<file path="config.mk">
export PLATFORM = sky130hd
export DESIGN_NAME = rom_prefetch_ctrl
export DESIGN_NICKNAME = d
export VERILOG_FILES = /design/src/rtl/rom_prefetch_ctrl.sv
export SDC_FILE = /design/constraint.sdc
export NUM_CORES = 1
export LEC_CHECK = 0
export CAP_MARGIN = 20
export CORE_ASPECT_RATIO = 2
export CORE_MARGIN = 3
export CORE_UTILIZATION = 51
export CTS_CLUSTER_DIAMETER = 50
export CTS_CLUSTER_SIZE = 24
export DETAILED_ROUTE_END_ITERATION = 6
export HOLD_SLACK_MARGIN = 0.12
export PLACE_DENSITY = 0.86
export SLEW_MARGIN = 20
export SYNTH_ARGS = -nofsm -noshare
export SYNTH_HDL_FRONTEND = slang
export SYNTH_SLANG_ARGS = --single-unit
</file>
<file path="constraint.sdc">
create_clock -name clock -period 2.02 [get_ports clock]
set_clock_uncertainty 0.1 [all_clocks]
set_input_delay 0.303 -clock clock [delete_from_list [all_inputs] [get_ports clock]]
set_output_delay 0.303 -clock clock [all_outputs]
set_load 0.02 [all_outputs]
</file>
<file path="src/rtl/rom_prefetch_ctrl.sv">
// rom_prefetch_ctrl: CPU-side controller for a 1-cycle synchronous ROM.
// Serves 16-bit word reads and keeps a one-word sequential prefetch buffer.
// A read that hits the buffer completes in one cycle. A miss goes through
// FETCH/CAPT. Writes are rejected with a bus error. After every read the
// next word is prefetched.
module rom_prefetch_ctrl #(
    parameter int ADDR_WIDTH  = 12,
    parameter int PREFETCH_EN = 1
) (
    input  logic                  clock,
    input  logic                  reset_n,
    input  logic                  cpu_rd_ena,
    input  logic                  cpu_wr_ena,
    input  logic [ADDR_WIDTH-1:1] cpu_address,
    output logic [15:0]           cpu_rd_data,
    output logic                  cpu_data_ack,
    output logic                  cpu_bus_err,
    output logic [ADDR_WIDTH-2:0] rom_address,
    input  logic [15:0]           rom_q
);

    localparam int WW = ADDR_WIDTH - 1;
    localparam logic [WW-1:0] WORD_ONE = WW'(1);

    typedef enum logic [2:0] {
        IDLE  = 3'd0,
        FETCH = 3'd1,
        CAPT  = 3'd2,
        PREF  = 3'd3,
        PCAPT = 3'd4,
        WERR  = 3'd5
    } state_t;

    state_t          state;
    logic [WW-1:0]   addr_r;
    logic [WW-1:0]   pf_addr;
    logic [15:0]     pf_data;
    logic            pf_valid;
    logic            pf_hit;

    assign rom_address = addr_r;

    // Prefetch buffer hit for the request currently presented by the CPU
    always_comb begin
        pf_hit = 1'b0;
        if ((PREFETCH_EN != 0) && pf_valid && (cpu_address == pf_addr))
            pf_hit = 1'b1;
    end

    // Request sequencing, ROM addressing, prefetch buffer and registered CPU outputs
    always_ff @(posedge clock or negedge reset_n) begin
        if (!reset_n) begin
            state        <= IDLE;
            addr_r       <= '0;
            pf_addr      <= '0;
            pf_data      <= '0;
            pf_valid     <= 1'b0;
            cpu_rd_data  <= '0;
            cpu_data_ack <= 1'b0;
            cpu_bus_err  <= 1'b0;
        end else begin
            cpu_data_ack <= 1'b0;
            cpu_bus_err  <= 1'b0;
            case (state)
                IDLE: begin
                    // While an ack is still visible the CPU is still holding the request
                    // it has just been given. Resampling it now would serve it twice.
                    if (!cpu_data_ack) begin
                        if (cpu_wr_ena) begin
                            cpu_data_ack <= 1'b1;
                            cpu_bus_err  <= 1'b1;
                            state        <= WERR;
                        end else if (cpu_rd_ena) begin
                            if (pf_hit) begin
                                cpu_rd_data  <= pf_data;
                                cpu_data_ack <= 1'b1;
                                addr_r       <= cpu_address + WORD_ONE;
                                state        <= PREF;
                            end else begin
                                addr_r <= cpu_address;
                                state  <= FETCH;
                            end
                        end
                    end
                end
                FETCH: begin
                    state <= CAPT;
                end
                CAPT: begin
                    cpu_rd_data  <= rom_q;
                    cpu_data_ack <= 1'b1;
                    addr_r       <= addr_r + WORD_ONE;
                    pf_valid     <= 1'b0;
                    state        <= (PREFETCH_EN != 0) ? PREF : IDLE;
                end
                PREF: begin
                    state <= PCAPT;
                end
                PCAPT: begin
                    pf_data  <= rom_q;
                    pf_addr  <= addr_r;
                    pf_valid <= 1'b1;
                    state    <= IDLE;
                end
                WERR: begin
                    state <= IDLE;
                end
                default: begin
                    state <= IDLE;
                end
            endcase
        end
    end

endmodule

</file>
# Word-level counts from Yosys, hierarchy flattened
# Index checks and enable logic that the tools add are counted.
[classes] n_eq_ne=10 mux=25 reduce_logical=7 n_addsub=2
[ops] operator="two-way mux 16 bit" count=4
[ops] operator="two-way mux 11 bit" count=4
[ops] operator="case mux 16 bit (2 select lines)" count=1
[ops] operator="adder 11 x 1 -> 11 bit, second input constant" count=2
[ops] operator="case mux 11 bit (2 select lines)" count=1
[ops] operator="case mux 3 bit (4 select lines)" count=1
[ops] operator="equality test 11 bit" count=1
[ops] operator="two-way mux 3 bit" count=3
[ops] operator="two-way mux 1 bit" count=8
[ops] operator="inequality test 2 bit, second input constant" count=4
[ops] operator="equality test 3 x 2 -> 1 bit, second input constant" count=2
[ops] operator="AND reduction 5 bit" count=1
[ops] operator="case mux 1 bit (2 select lines)" count=2
[ops] operator="AND reduction 4 bit" count=1
[ops] operator="nonzero test 2 bit" count=2
[ops] operator="equality test 3 x 1 -> 1 bit, second input constant" count=1
[ops] operator="equality test 3 bit, second input constant" count=1
[ops] operator="logical NOT 3 bit" count=1
[ops] operator="inequality test 3 bit, second input constant" count=1
[ops] operator="two-way mux 2 bit" count=1
[ops] operator="AND reduction 2 bit" count=1
[ops] operator="logical AND 1 bit" count=1
[totals] regBits=60 output_inout_bits=29

# Depth between registers and ports, before layout
[logic_depth] ltp_word=8 mapped_depth=8

# Least setup slack after synthesis
# OpenSTA, ideal clock, no wires.
[synth_path] path_kind="flip-flop to flip-flop" start="register pf_addr[1]" end="register cpu_rd_data[10]" required_ps=1788 setup_ps=132 arrival_time_ps=1541 path_slack_ps=247 stages_incl_launch_ff=8 cell_sequence="dfrtp_1 -> xnor2_1 -> nand4_2 -> nor3_4 -> nand3_4 -> buf_6 -> mux2i_1 -> o21ai_1"
[synth_between] elab_chain_cells=5
[synth_rtl] item="from (decl)" line_no="36" rtl="logic [WW-1:0] pf_addr;"
[synth_rtl] item="from (signal assigned)" line_no="101" rtl="pf_addr <= addr_r;"
[synth_rtl] item="equality test 11 bit" line_no="46" rtl="if ((PREFETCH_EN != 0) && pf_valid && (cpu_address == pf_addr))"
[synth_rtl] item="logical AND 1 bit" line_no="46"
[synth_rtl] item="two-way mux 1 bit" line_no="46"
[synth_rtl] item="inequality test 2 bit (no line)"
[synth_rtl] item="AND reduction 5 bit (no line)"
[synth_rtl] item="to (signal assigned)" line_no="75" rtl="cpu_rd_data <= pf_data;"
[synth_rtl] item="to (signal assigned)" line_no="90" rtl="cpu_rd_data <= rom_q;"
[synth_rtl] item="to (decl)" line_no="15" rtl="output logic [15:0] cpu_rd_data,"
# No other way between the ends.
# A chain may end at the register's enable or synchronous reset.

# Worst setup path in the final report
[layout_path] start="input port cpu_address[5] (netlist bit)" end="register cpu_rd_data[1]"
[layout_between] elab_chain_cells=5
[layout_rtl] item="from (decl)" line_no="14" rtl="input logic [ADDR_WIDTH-1:1] cpu_address,"
[layout_rtl] item="equality test 11 bit" line_no="46"
[layout_rtl] item="logical AND 1 bit" line_no="46"
[layout_rtl] item="two-way mux 1 bit" line_no="46"
[layout_rtl] item="inequality test 2 bit (no line)"
[layout_rtl] item="AND reduction 5 bit (no line)"
# No other way between the ends.

==> metrics.md <==
| Metric | Value |
|---|---|
| Run status | `complete, no violations` |
| Commonest non-fill, non-tap cell in the layout | `dfrtp_1` |
| Fmax | `528 MHz` |
| Placed Cells | `roughly 400` |
| Mux cell area share after synthesis | `0.159` |
| Total number of vias | `~2400` |
| Slew @ Worst Pin | `0.482 ns` |
| Ys Warns | `0` |
| Number of antenna violations at the first check in global routing | `0` |
| Die extent in x | `about 60 µm` |
| Row count | `38` |
| TNS Setup | `0 ns` |
| Worst setup EP type | `register` |
| Hold Crit Class | `input pin to asynchronous set/reset pin` |
| RSZ-0062 raised after global routing | `false` |
| Core ar. | `0.00556 mm²` |
| Final hold violations | `0` |
| Avg Inst Size Synth | `roughly 11 µm²` |
| PortBufs | `around 60` |
| Global route total overflow | `0` |
| Worst setup SP type | `input pin` |
| Root buffer cell | `clkbuf_8` |
| Max transition margin | `0.678` |
| Post-synthesis sequential area ratio | `0.503` |
| Largest net degree at the start of global routing | `between 40 and 50` |
| I/O pin total | `60` |
| Synthesized area | `about 0.0030 mm²` |
| Num CTS Buffers | `9` |
| Vias per inst | `~5.8` |
| CP max FO | `16` |
| Syn nets | `between 200 and 300` |
| Nets | `between 300 and 400` |
| Xor-xnor portion of the synthesized cell area | `0.0641` |
| DRT Wirelength | `approximately 7.0 mm` |
| Post-synthesis cell type count | `39` |
| Final period util | `0.938` |
| CTS clk-pin slew, worst paths | `about 0.070 ns` |
| Power per Cell Area | `approximately 1400 mW/mm²` |
| Leakage power total | `1.80 nW` |
| H-tree lvl count | `3` |
| Max Transition Viols Final | `0` |
| Area delta synth->final | `34.5%` |
| Fin crit period | `about 1.9 ns` |
| CTS tree | `built` |
| Gpl congestion | `~0.84` |
| Vias in the first global route | `2384` |
| Final core utilization | `0.722` |
| VDD IR max | `between 0.001 and 0.0015 V` |
| All-Layer GR Usage | `0.221` |
| Critical path class | `input pin to register` |
| WP data arrival | `2.01 ns` |
| Post CTS Setup Buffer Count | `0` |
| Adder-Cell Fraction of Synth Area | `0.00838` |
| Complex-gate fraction of the synthesized area | `0.107` |
| Post-Layout Cell Count | `411` |
| Clock buffer depth | `2` |
| Post-route DRC | `0` |
| Area fraction in and, or, nand and nor cells after synthesis | `0.131` |
| Req. time, crit path | `about 2.1 ns` |
| Die area | `around 0.0069 mm²` |
| Yosys reg bits | `60` |
| Share of layout cells above drive strength 1 | `0.217` |
| Commonest non-fill, non-tap cells in the layout | `dfrtp_1, clkdlybuf4s50_1, mux2_2, nand2_1, buf_4` |
| Post-Syn Instances | `between 200 and 300` |
| Drt pass-1 iters | `5` |
| Initial core utilization | `0.537` |
| Die Span Y | `around 110 µm` |
| Final setup viols | `0` |
| Initial DRC count | `95` |
| Hpwl dp | `~5 mm` |
| First-pass GRT wire length | `approximately 11 mm` |
| Routed length per instance | `approximately 17 µm` |
| Worst-Skew Late Latency | `around 0.34 ns` |
| N_diodes | `0` |
| Remaining antenna violation count | `0` |
| Largest family of logic cells by synthesized area | `multiplexers` |
| Number of max-cap violations | `0` |
| Clock sinks | `60` |
## critical path, stage by stage
cell and delay [ns]:
clkdlybuf4s50_1 0.49, xnor2_1 0.12, nand4_1 0.23, nor3_4 0.20, buf_4 0.16, nand3_4 0.07, buf_12 0.17, mux2i_1 0.15
o21ai_0 0.10
## metrics by stage
step	hold WS (ns)	setup slack, ns	total power, mW	cell area, µm²
floorplan	-0.0926	0.247	3.64	2990
global placement	0.185	-0.147	4.56	3790
detailed placement	0.196	-0.242	4.68	3790
CTS	0.358	0.114	5.81	4000
global route	0.390	0.0117	6.17	4020
finish	0.349	0.126	5.80	4020
## cell usage after synthesis (all sizes together)
cell	count	area [µm²]
dfrtp	60	1500
mux2	27	304
nand2	27	101
o21ai	25	125
mux2i	17	170
xnor2	12	113
nand4	11	75.1
a21oi	10	50.1
nor2	9	41.3
xor2	9	78.8
buf	8	57.6
and3	6	37.5
clkbuf	6	22.5
o22ai	5	31.3
and2	4	25.0
a22oi	3	22.5
nand3	3	27.5
nor3	3	26.3
o221ai	3	26.3
a211oi	2	15.0
a21o	2	15.0
and4	2	17.5
ha	2	25.0
nor3b	2	20.0
o211a	2	20.0
o21a	2	15.0
and4b	1	10.0
inv	1	3.75
nor4b	1	8.76
## state kept, by name, summed over array words and instances, names as in the netlist
signal        flops
pf_addr          11
state             3
cpu_bus_err       1
pf_valid          1
rom_address      11
cpu_data_ack      1
cpu_rd_data      16
pf_data          16
## timing repair
action                                  CTS  global route
hold buffers                              1             0
resized for setup                         0             3
endpoints found under the setup margin    0             4
hold endpoints to repair                 20             0
## final timing paths
kind | from | endpoint | slack (ns) | depth (start not counted)
worst max-delay path | cpu_address[5] | cpu_rd_data[1]$_DFFE_PN0P_ | 0.13 | 9
min in group clock | pf_data[14]$_DFFE_PN0P_ | pf_data[14]$_DFFE_PN0P_ | 0.41 | 1
worst max register to register | rom_address[0]$_DFFE_PN0P_ | rom_address[10]$_DFFE_PN0P_ | 0.15 | 7
worst min register to register | pf_data[14]$_DFFE_PN0P_ | pf_data[14]$_DFFE_PN0P_ | 0.41 | 1
max in group asynchronous | reset_n | pf_addr[7]$_DFFE_PN0P_ | 0.90 | 3
worst min-delay path | reset_n | pf_data[7]$_DFFE_PN0P_ | 0.35 | 2
## power breakdown
| group | total [mW] | switching [mW] | internal [mW] |
|---|---|---|---|
| registers | 2.23 | 0.476 | 1.75 |
| clock network | 1.10 | 0.469 | 0.633 |
| logic | 2.47 | 1.21 | 1.26 |
| total | 5.80 | 2.15 | 3.65 |
## logic make-up after synthesis
kind of cell,count (synthesis)
flip-flops,60
adder cells (fa/ha/maj),2
multiplexers,44
AO/OA/AOI/OAI,54
AND/OR/NAND/NOR,69
buffers and inverters,15
XOR/XNOR,21
## metal layers
| layer | GRT usage | vias to the layer above | share of wire |
|---|---|---|---|
| met5 | 0 | - | 0 |
| met4 | 0.114 | 0 | 0.032 |
| met3 | 0.0553 | 20 | 0.052 |
| met2 | 0.366 | 99 | 0.53 |
| met1 | 0.254 | 1150 | 0.38 |
| li1 | - | 1115 | - |
## area by class of cell
type	count	area (µm²)
multi-input cells	190	1420
fillers	380	1550
clock inverters	4	47.5
inverters	1	3.75
flip-flops and latches	60	1500
well taps	60	75.1
clock buffers	12	155
repair buffers	84	813
Note: power is estimated with default switching activity, not from simulation.
